### src/rtl/nvm_arb_pkg.sv
// Shared types and helpers for the NVM program-memory arbiter and write sequencer.
package nvm_arb_pkg;

    typedef enum logic [2:0] {
        S_IDLE,
        S_RD,
        S_PGM,
        S_GAP,
        S_VFY,
        S_ACK
    } nvm_state_t;

    localparam int NVM_PULSE_MAX = 8;
    localparam int NVM_PLS_W     = $clog2(NVM_PULSE_MAX);
    localparam int NVM_DW_MAX    = 32;

    // OTP cells only ever gain set bits, so extra set bits in the read-back are not a failure.
    function automatic logic nvm_vfy_ok(input logic [NVM_DW_MAX-1:0] dout,
                                        input logic [NVM_DW_MAX-1:0] wdata);
        return (dout & wdata) == wdata;
    endfunction

endpackage

### src/rtl/nvm_cyc_tmr.sv
// Loadable down-counter timing the RD/PGM/GAP/VFY phases; done is high while the count is zero.
module nvm_cyc_tmr #(
    parameter int CW = 5
) (
    input  logic          clk,
    input  logic          srst,
    input  logic          load,
    input  logic [CW-1:0] load_val,
    output logic          done
);

    logic [CW-1:0] cnt;

    always_ff @(posedge clk) begin
        if (srst) begin
            cnt <= '0;
        end else if (load) begin
            cnt <= load_val;
        end else if (cnt != '0) begin
            cnt <= cnt - 1'b1;
        end
    end

    assign done = (cnt == '0);

endmodule

### src/rtl/nvm_arb.sv
// Arbitrates the NVM port between CPU fetch and host bridge; sequences host writes as pulse/gap/verify.
// Optional build macro NVM_MULTI_PULSE_EN enables programming retries up to cfg_npls+1 pulses.
module nvm_arb
    import nvm_arb_pkg::*;
#(
    parameter int AW      = 14,
    parameter int DW      = 8,
    parameter int RD_CYC  = 2,
    parameter int PW_CYC  = 16,
    parameter int GAP_CYC = 4
) (
    input  logic          clk,
    input  logic          srst,
    input  logic          cpu_req,
    input  logic [AW-1:0] cpu_addr,
    output logic [DW-1:0] cpu_rdata,
    output logic          cpu_ack,
    input  logic          hst_req,
    input  logic          hst_we,
    input  logic [AW-1:0] hst_addr,
    input  logic [DW-1:0] hst_wdata,
    output logic [DW-1:0] hst_rdata,
    output logic          hst_ack,
    output logic          hst_fail,
    input  logic          cfg_mpls,
    input  logic [2:0]    cfg_npls,
    output logic [AW-1:0] nvm_a,
    output logic          nvm_re,
    output logic          nvm_pgm,
    output logic [DW-1:0] nvm_din,
    input  logic [DW-1:0] nvm_dout,
    output logic          busy
);

    localparam int MAXC = (PW_CYC > GAP_CYC) ? ((PW_CYC > RD_CYC) ? PW_CYC : RD_CYC)
                                             : ((GAP_CYC > RD_CYC) ? GAP_CYC : RD_CYC);
    localparam int CW   = $clog2(MAXC + 1);

    nvm_state_t    state, state_n;
    logic          sel_hst;
    logic          last_hst;
    logic          fail_q;
    logic          grant, grant_hst;
    logic          tmr_load, tmr_done;
    logic [CW-1:0] tmr_val;
    logic          vfy_pass;
    logic          can_retry;

    nvm_cyc_tmr #(.CW(CW)) u_tmr (
        .clk      (clk),
        .srst     (srst),
        .load     (tmr_load),
        .load_val (tmr_val),
        .done     (tmr_done)
    );

    // nvm_din holds the latched write data for the whole operation, so verify compares against it.
    assign vfy_pass = nvm_vfy_ok(NVM_DW_MAX'(nvm_dout), NVM_DW_MAX'(nvm_din));

`ifdef NVM_MULTI_PULSE_EN
    logic [NVM_PLS_W-1:0] pls_cnt;
    logic [NVM_PLS_W-1:0] pls_lim;
    logic                 retry;

    assign can_retry = (pls_cnt != pls_lim);

    always_ff @(posedge clk) begin
        if (srst) begin
            pls_cnt <= '0;
            pls_lim <= '0;
        end else if (grant) begin
            pls_cnt <= '0;
            pls_lim <= cfg_mpls ? NVM_PLS_W'(cfg_npls) : '0;
        end else if (retry) begin
            pls_cnt <= pls_cnt + 1'b1;
        end
    end
`else
    logic unused_cfg;
    assign unused_cfg = ^{cfg_mpls, cfg_npls};
    assign can_retry  = 1'b0;
`endif

    always_comb begin
        state_n   = state;
        grant     = 1'b0;
        grant_hst = 1'b0;
        tmr_load  = 1'b0;
        tmr_val   = '0;
`ifdef NVM_MULTI_PULSE_EN
        retry     = 1'b0;
`endif
        case (state)
            S_IDLE: begin
                if (cpu_req || hst_req) begin
                    grant     = 1'b1;
                    // On a tie the side not served last wins.
                    grant_hst = hst_req && (!cpu_req || !last_hst);
                    tmr_load  = 1'b1;
                    if (grant_hst && hst_we) begin
                        state_n = S_PGM;
                        tmr_val = CW'(PW_CYC - 1);
                    end else begin
                        state_n = S_RD;
                        tmr_val = CW'(RD_CYC - 1);
                    end
                end
            end
            S_RD: begin
                if (tmr_done) state_n = S_ACK;
            end
            S_PGM: begin
                if (tmr_done) begin
                    state_n  = S_GAP;
                    tmr_load = 1'b1;
                    tmr_val  = CW'(GAP_CYC - 1);
                end
            end
            S_GAP: begin
                if (tmr_done) begin
                    state_n  = S_VFY;
                    tmr_load = 1'b1;
                    tmr_val  = CW'(RD_CYC - 1);
                end
            end
            S_VFY: begin
                if (tmr_done) begin
                    if (!vfy_pass && can_retry) begin
                        state_n  = S_PGM;
                        tmr_load = 1'b1;
                        tmr_val  = CW'(PW_CYC - 1);
`ifdef NVM_MULTI_PULSE_EN
                        retry    = 1'b1;
`endif
                    end else begin
                        state_n = S_ACK;
                    end
                end
            end
            S_ACK:   state_n = S_IDLE;
            default: state_n = S_IDLE;
        endcase
    end

    always_ff @(posedge clk) begin
        if (srst) begin
            state     <= S_IDLE;
            last_hst  <= 1'b1;
            fail_q    <= 1'b0;
            cpu_rdata <= '0;
            cpu_ack   <= 1'b0;
            hst_rdata <= '0;
            hst_ack   <= 1'b0;
            hst_fail  <= 1'b0;
            nvm_a     <= '0;
            nvm_re    <= 1'b0;
            nvm_pgm   <= 1'b0;
            nvm_din   <= '0;
            busy      <= 1'b0;
        end else begin
            state   <= state_n;
            // Strobes follow the next state so they line up exactly with the phase.
            nvm_re  <= (state_n == S_RD) || (state_n == S_VFY);
            nvm_pgm <= (state_n == S_PGM);
            busy    <= (state_n != S_IDLE);
            cpu_ack <= (state == S_ACK) && !sel_hst;
            hst_ack <= (state == S_ACK) && sel_hst;

            if (grant) begin
                last_hst <= grant_hst;
                nvm_a    <= grant_hst ? hst_addr : cpu_addr;
                hst_fail <= 1'b0;
                fail_q   <= 1'b0;
                if (grant_hst && hst_we) nvm_din <= hst_wdata;
            end

            if (state == S_RD && tmr_done) begin
                if (sel_hst) hst_rdata <= nvm_dout;
                else         cpu_rdata <= nvm_dout;
            end

            if (state == S_VFY && tmr_done) begin
                hst_rdata <= nvm_dout;
                fail_q    <= !vfy_pass;
            end

            if (state == S_ACK && sel_hst) hst_fail <= fail_q;
        end
    end

    // Requester select is only consulted once an operation has been granted.
    always_ff @(posedge clk) begin
        if (grant) sel_hst <= grant_hst;
    end

endmodule
### config.mk
export PLATFORM = sky130hd
export DESIGN_NAME = nvm_arb
export DESIGN_NICKNAME = d
export VERILOG_FILES = /design/src/rtl/nvm_arb_pkg.sv /design/src/rtl/nvm_cyc_tmr.sv /design/src/rtl/nvm_arb.sv
export SDC_FILE = /design/constraint.sdc
export NUM_CORES = 1
export LEC_CHECK = 0
export ABC_AREA = 0
export BUFFER_PORTS_ARGS = -buffer_cell sky130_fd_sc_hd__buf_2
export CAP_MARGIN = 20
export CORE_MARGIN = 1
export CORE_UTILIZATION = 43
export CTS_CLUSTER_SIZE = 12
export DETAILED_ROUTE_END_ITERATION = 6
export GPL_TIMING_DRIVEN = 0
export PLACE_DENSITY = 0.77
export SLEW_MARGIN = 20
export SYNTH_ARGS = -nofsm -noshare
export SYNTH_HDL_FRONTEND = slang
export SYNTH_SLANG_ARGS = --single-unit
### constraint.sdc
create_clock -name clk -period 2 [get_ports clk]
set_input_delay 0.3 -clock clk [delete_from_list [all_inputs] [get_ports clk]]
set_output_delay 0.3 -clock clk [all_outputs]
set_load 0.01 [all_outputs]
### After elaboration in Yosys (flattened, before gate mapping)

Cells that the tools add are included.

| word-level totals | value |
|---|---|
| bits in registers | 55 |
| bits of input ports | 53 |
| output and inout bits | 44 |
| word-level logic and storage cells | 81 |

| operators by class | value |
|---|---|
| $add $sub $neg | 1 |
| equality and inequality tests | 9 |
| multiplexer cells | 26 |
| bitwise logic cells | 2 |
| reductions and logical operators | 28 |

Operators with widths:

| operator | count |
|---|---|
| 8-bit 2-to-1 mux | 3 |
| 14-bit 2-to-1 mux | 1 |
| 3-bit 2-to-1 mux | 4 |
| 3-bit case mux with 4 select lines | 1 |
| 4-bit case mux with 3 select lines | 1 |
| 5-bit 2-to-1 mux | 2 |
| 2-bit nonzero test | 5 |
| 3-bit by 2-bit equality test with 1-bit output, second input constant | 3 |
| 3-bit equality test, second input constant | 3 |
| 1-bit 2-to-1 mux | 9 |
| 8-bit bitwise AND | 1 |
| 8-bit equality test | 1 |
| 4-bit 2-to-1 mux | 2 |
| 1-bit logical AND | 7 |
| 3-bit by 1-bit equality test with 1-bit output, second input constant | 2 |
| 2-bit AND reduction | 3 |
| 5-bit logical NOT | 1 |
| 5-bit nonzero test | 1 |
| 5-bit by 1-bit subtractor with 5-bit output, second input constant | 1 |
| 1-bit logical NOT | 4 |
| 2-bit 2-to-1 mux | 2 |
| 2-bit OR reduction | 2 |
| 3-bit logical NOT | 1 |
| 1-bit logical OR | 3 |
| other kinds (3) | 3 |

### Depth between registers and ports, before layout

| depth | value |
|---|---|
| word-level depth | 9 |
| mapped depth | 8 |
| depth with buffers taken out | 6 |

### Hierarchy

From an unflattened synthesis, not the netlist that was laid out.

| unflattened totals | value |
|---|---|
| cells, all modules | 259 |
| area, all modules | 2391.0 µm² |

Modules (own cells, without submodules):

| module | times used | cells an instance | area an instance (µm²) | seq. area each (µm²) |
|---|---|---|---|---|
| nvm_arb | 1 | 227 | 2103.3 | 1011.0 |
| nvm_cyc_tmr | 1 | 32 | 287.8 | 100.1 |

### Worst setup path before layout

No wires, ideal clock.

| path | value |
|---|---|
| kind | register to register |
| start | reg u_tmr.cnt[0] |
| end | reg hst_rdata[0] |
| library setup time | 0.128 ns |
| arrival | 1.810 ns |
| data required time | 1.872 ns |
| path slack | 0.062 ns |
| cell stages (with the launch flop) | 8 |
| buffers on the path | 1 |
| period minus slack after synthesis | 1.938 ns |
| path through | dfxtp_1 inv_1 ha_1 or4b_1 buf_2 a211oi_4 mux2i_1 nor2_1 |

| between the ends | value |
|---|---|
| cells in the longest elaborated chain, start to end | 4 |
| elaborated cells on any way between the ends | 7 |
| classes of those cells | mux (1); reduce/logical (6) |

Ends and longest elaborated chain:

| element | RTL line | RTL |
|---|---|---|
| from (decl) | nvm_cyc_tmr.sv:12 | `logic [CW-1:0] cnt;` |
| from (signal assigned) | nvm_cyc_tmr.sv:18 | `cnt <= load_val;` |
| from (signal assigned) | nvm_cyc_tmr.sv:20 | `cnt <= cnt - 1'b1;` |
| 5-bit logical NOT * | nvm_cyc_tmr.sv:24 | `assign done = (cnt == '0);` |
| 1-bit logical AND (on tied branches) | nvm_arb.sv:177, nvm_arb.sv:182 |  |
| 2-bit nonzero test (no line) | n/a |  |
| 2-bit AND reduction (no line) | n/a |  |
| to (signal assigned) | nvm_arb.sv:178 | `if (sel_hst) hst_rdata <= nvm_dout;` |
| to (signal assigned) | nvm_arb.sv:183 | `hst_rdata <= nvm_dout;` |
| to (decl) | nvm_arb.sv:22 | `output logic [DW-1:0] hst_rdata,` |

Mark *: on every way between the ends. The rest lies on a longest branch, timed or not.
A chain may end at the register's enable or synchronous reset.

### Worst setup path in the final report

| path | value |
|---|---|
| start | reg u_tmr.cnt[0] |
| end | reg hst_rdata[2] |

Same word-level chain as after synthesis.

==> results.cfg <==
[yosys]
synth_cells = 267
synth_cell_type_count = 43
ys_ff_latch = 55
yosys_warnings = 0
synth.avg_cell_area_um2 = 8.74
seq_area_frac_synth_pct = 47.6
synth_edf_count = 1
synthFlopType = dfxtp_1
synth-async-reset-ratio_pct = 0
synth_nets = 322
syn_area_mm2 = 0.00233

[detailed_routing]
ant_nets = 0
drc = 0
drt_iter0_drc = 174
avgViaCountPerCell = 5.23
first_pass_iters = 4
vias = 2318
drt-total-wl_mm = 6.07
wl_per_cell_um = 13.7

[floorplanning]
fp.dieH_um = 75.7
ios = 97
die_x_um = 75.7
coreArea_mm2 = 0.00517
die-area_mm2 = 0.00573
rows = 26
start_util_pct = 45.1

[setup_path]
worstSetupStartpoint = u_tmr.cnt[0]$_SDFFE_PP0P_
start_kind = flip-flop
cp.required_ps = 2190
path_class = flip-flop to flip-flop
cp_max_fo = 7
r2r-start = u_tmr.cnt[0]$_SDFFE_PP0P_
end_kind = flip-flop
worst_ep_arrival_time_ps = 2160

[global_routing]
grt.total_usage_pct = 22.1
grt_pass1_wl_mm = 9.49
overflow = 0
grt_max_degree = 18
antenna_found_initial = 0
grt_pass1_vias = 2074

[sta]
tightestPinTransition_ps = 497
slew_violations = 0
setup_tns_ps = 0
fmax_mhz = 509
fin_skew_ps = 16.3
slew-limit-headroom_pct = 66.7
finalHoldViolations = 0
period_share_pct = 98.2
setup_viol = 0
layout_setup_ws_ps = 35.4
timing.hold.ws_ps = 227
rsz0062_at_grt = true
period_minus_slack_ps = 1960

[pwr]
finalPower_mw = 4.31
power.leakage_nw = 1.41
power_density_mw_per_mm2 = 1400
vdd_drop_max_mv = 0.754

[cells_and_area]
post-route-util_pct = 59.7
final_cell_area_mm2 = 0.00309
fillCellCount = 468
final_cells = 443
diodes = 0
syn_to_final_growth_pct = 32.2
drive_gt1_share_pct = 33.5
fin_nets = 427

[clock_network]
clock-root-buffer = clkbuf_8
cts.clk_slew.worst_paths_ps = 100
cts-buffers-inserted = 5
cts_tree = yes
clockBufferDepth = 2
ctsHtreeMaxLevel = 2
ctsHoldBuffers = 0
clock_latency_ps = 310
cts_sinks = 55

[placement]
place_congestion = 0.846
port_buffers = 91
hpwlAfterDp_mm = 4.40
placed_cell_area_mm2 = 0.00288
dp_cells = 428
dpl_worst_slack_ps = -256

[outcome]
outcome = completed

[job]
cap_violations = 0

[min_path]
hp-class = input pin to flip-flop
hp-start = hst_wdata[5]
worst max-delay path, stage by stage, from the launching register on:
cell      delay, ps
dfxtp_2         350
inv_2            80
ha_4            140
or4b_4          460
buf_6           150
a211oi_4        250
buf_6           160
mux2i_1         190
nor2_1           60
area by class of cell:
| class | count | area, µm² | area share [%] |
|---|---|---|---|
| Timing Repair Buffer | 99 | 523 | 17.0 |
| Clock buffer | 6 | 82.6 | 2.68 |
| Clock inverter | 2 | 13.8 | 0.446 |
| Buffer | 18 | 82.6 | 2.68 |
| Tap cell | 70 | 87.6 | 2.84 |
| Sequential cell | 55 | 1110 | 36.1 |
| Multi-Input combinational cell | 180 | 1130 | 36.7 |
| Inverter | 13 | 50.0 | 1.62 |
layout by cell type (no fill, tap or decap), types with 2 or more instances in the layout:
cell | synthesis | final
a211o_1 | 2 | 2
a21oi_1 | 29 | 29
a22oi_1 | 5 | 5
and2_1 | 2 | 2
buf_2 | 4 | 93
buf_4 | 0 | 6
buf_6 | 0 | 3
clkbuf_1 | 14 | 12
clkbuf_8 | 0 | 6
clkinv_2 | 0 | 2
dfxtp_1 | 54 | 52
dfxtp_2 | 0 | 2
inv_1 | 12 | 10
inv_2 | 0 | 2
mux2i_1 | 16 | 16
nand2_1 | 30 | 30
nand3_1 | 16 | 15
nand3b_1 | 2 | 2
nor2_1 | 26 | 26
nor2b_1 | 4 | 4
nor3_1 | 5 | 4
o21ai_0 | 3 | 3
o221ai_1 | 14 | 14
or3_1 | 2 | 2
xor2_1 | 2 | 2
metal layers:
layer	share of wire [%]	track usage (%)	vias to the layer above
met5	0	0	-
met4	1.9	9.05	0
met3	6.9	5.82	12
met2	47	35.4	100
met1	44	28.4	1053
li1	-	-	1153
sequential cells by signal, summed over array words and instances (netlist names):
| signal | cells |
|---|---|
| nvm_a | 14 |
| cpu_rdata | 8 |
| hst_rdata | 8 |
| nvm_din | 8 |
| u_tmr.cnt | 5 |
| state | 3 |
| busy | 1 |
| cpu_ack | 1 |
| fail_q | 1 |
| hst_ack | 1 |
| hst_fail | 1 |
| last_hst | 1 |
| nvm_pgm | 1 |
| nvm_re | 1 |
| sel_hst | 1 |
worst paths after layout:
kind              slack [ps]                   endpoint  depth (start not counted)
setup / recovery          40  hst_rdata[2]$_SDFFE_PP0P_                          8
hold / removal           230    nvm_din[5]$_SDFFE_PP0P_                          3
setup reg to reg          40  hst_rdata[2]$_SDFFE_PP0P_                          8
hold reg to reg          460     nvm_a[10]$_SDFFE_PP0P_                          2
cells in the mapped netlist, types with 2 or more instances:
cell	number	area, µm²
dfxtp_1	54	1080
nor3_1	5	25.0
o221ai_1	14	123
nor2b_1	4	25.0
mux2i_1	16	160
a211o_1	2	17.5
ha_1	2	25.0
o21ai_0	3	15.0
nand3_1	16	80.1
a21oi_1	29	145
clkbuf_1	14	52.6
xor2_1	2	17.5
or3_1	2	12.5
nor2_1	26	97.6
nand2_1	30	113
a22oi_1	5	37.5
nand3b_1	2	15.0
buf_2	4	20.0
and2_1	2	12.5
inv_1	12	45.0
where the power goes:
group / total [mW] / switching, mW / leakage, nW / internal (mW)
logic: 2.07 / 1.13 / 0.911 / 0.944
registers: 1.59 / 0.208 / 0.451 / 1.38
clock network: 0.643 / 0.359 / 0.0516 / 0.284
total: 4.31 / 1.70 / 1.41 / 2.61
cells by family after synthesis:
family / share of synthesized area (%)
XOR/XNOR: 0.751
AO/OA/AOI/OAI: 19.6
flip-flops: 47.6
AND/OR/NAND/NOR: 18.8
multiplexers: 6.86
buffers and inverters: 5.36
adder cells (fa/ha/maj): 1.07
repair_timing:
action                     4_1_cts  5_1_grt
buffers inserted                 2        6
gates resized for setup          3       16
setup endpoints to repair       21       29
pin swaps                        1        1
(Power assumes the default switching activity.)
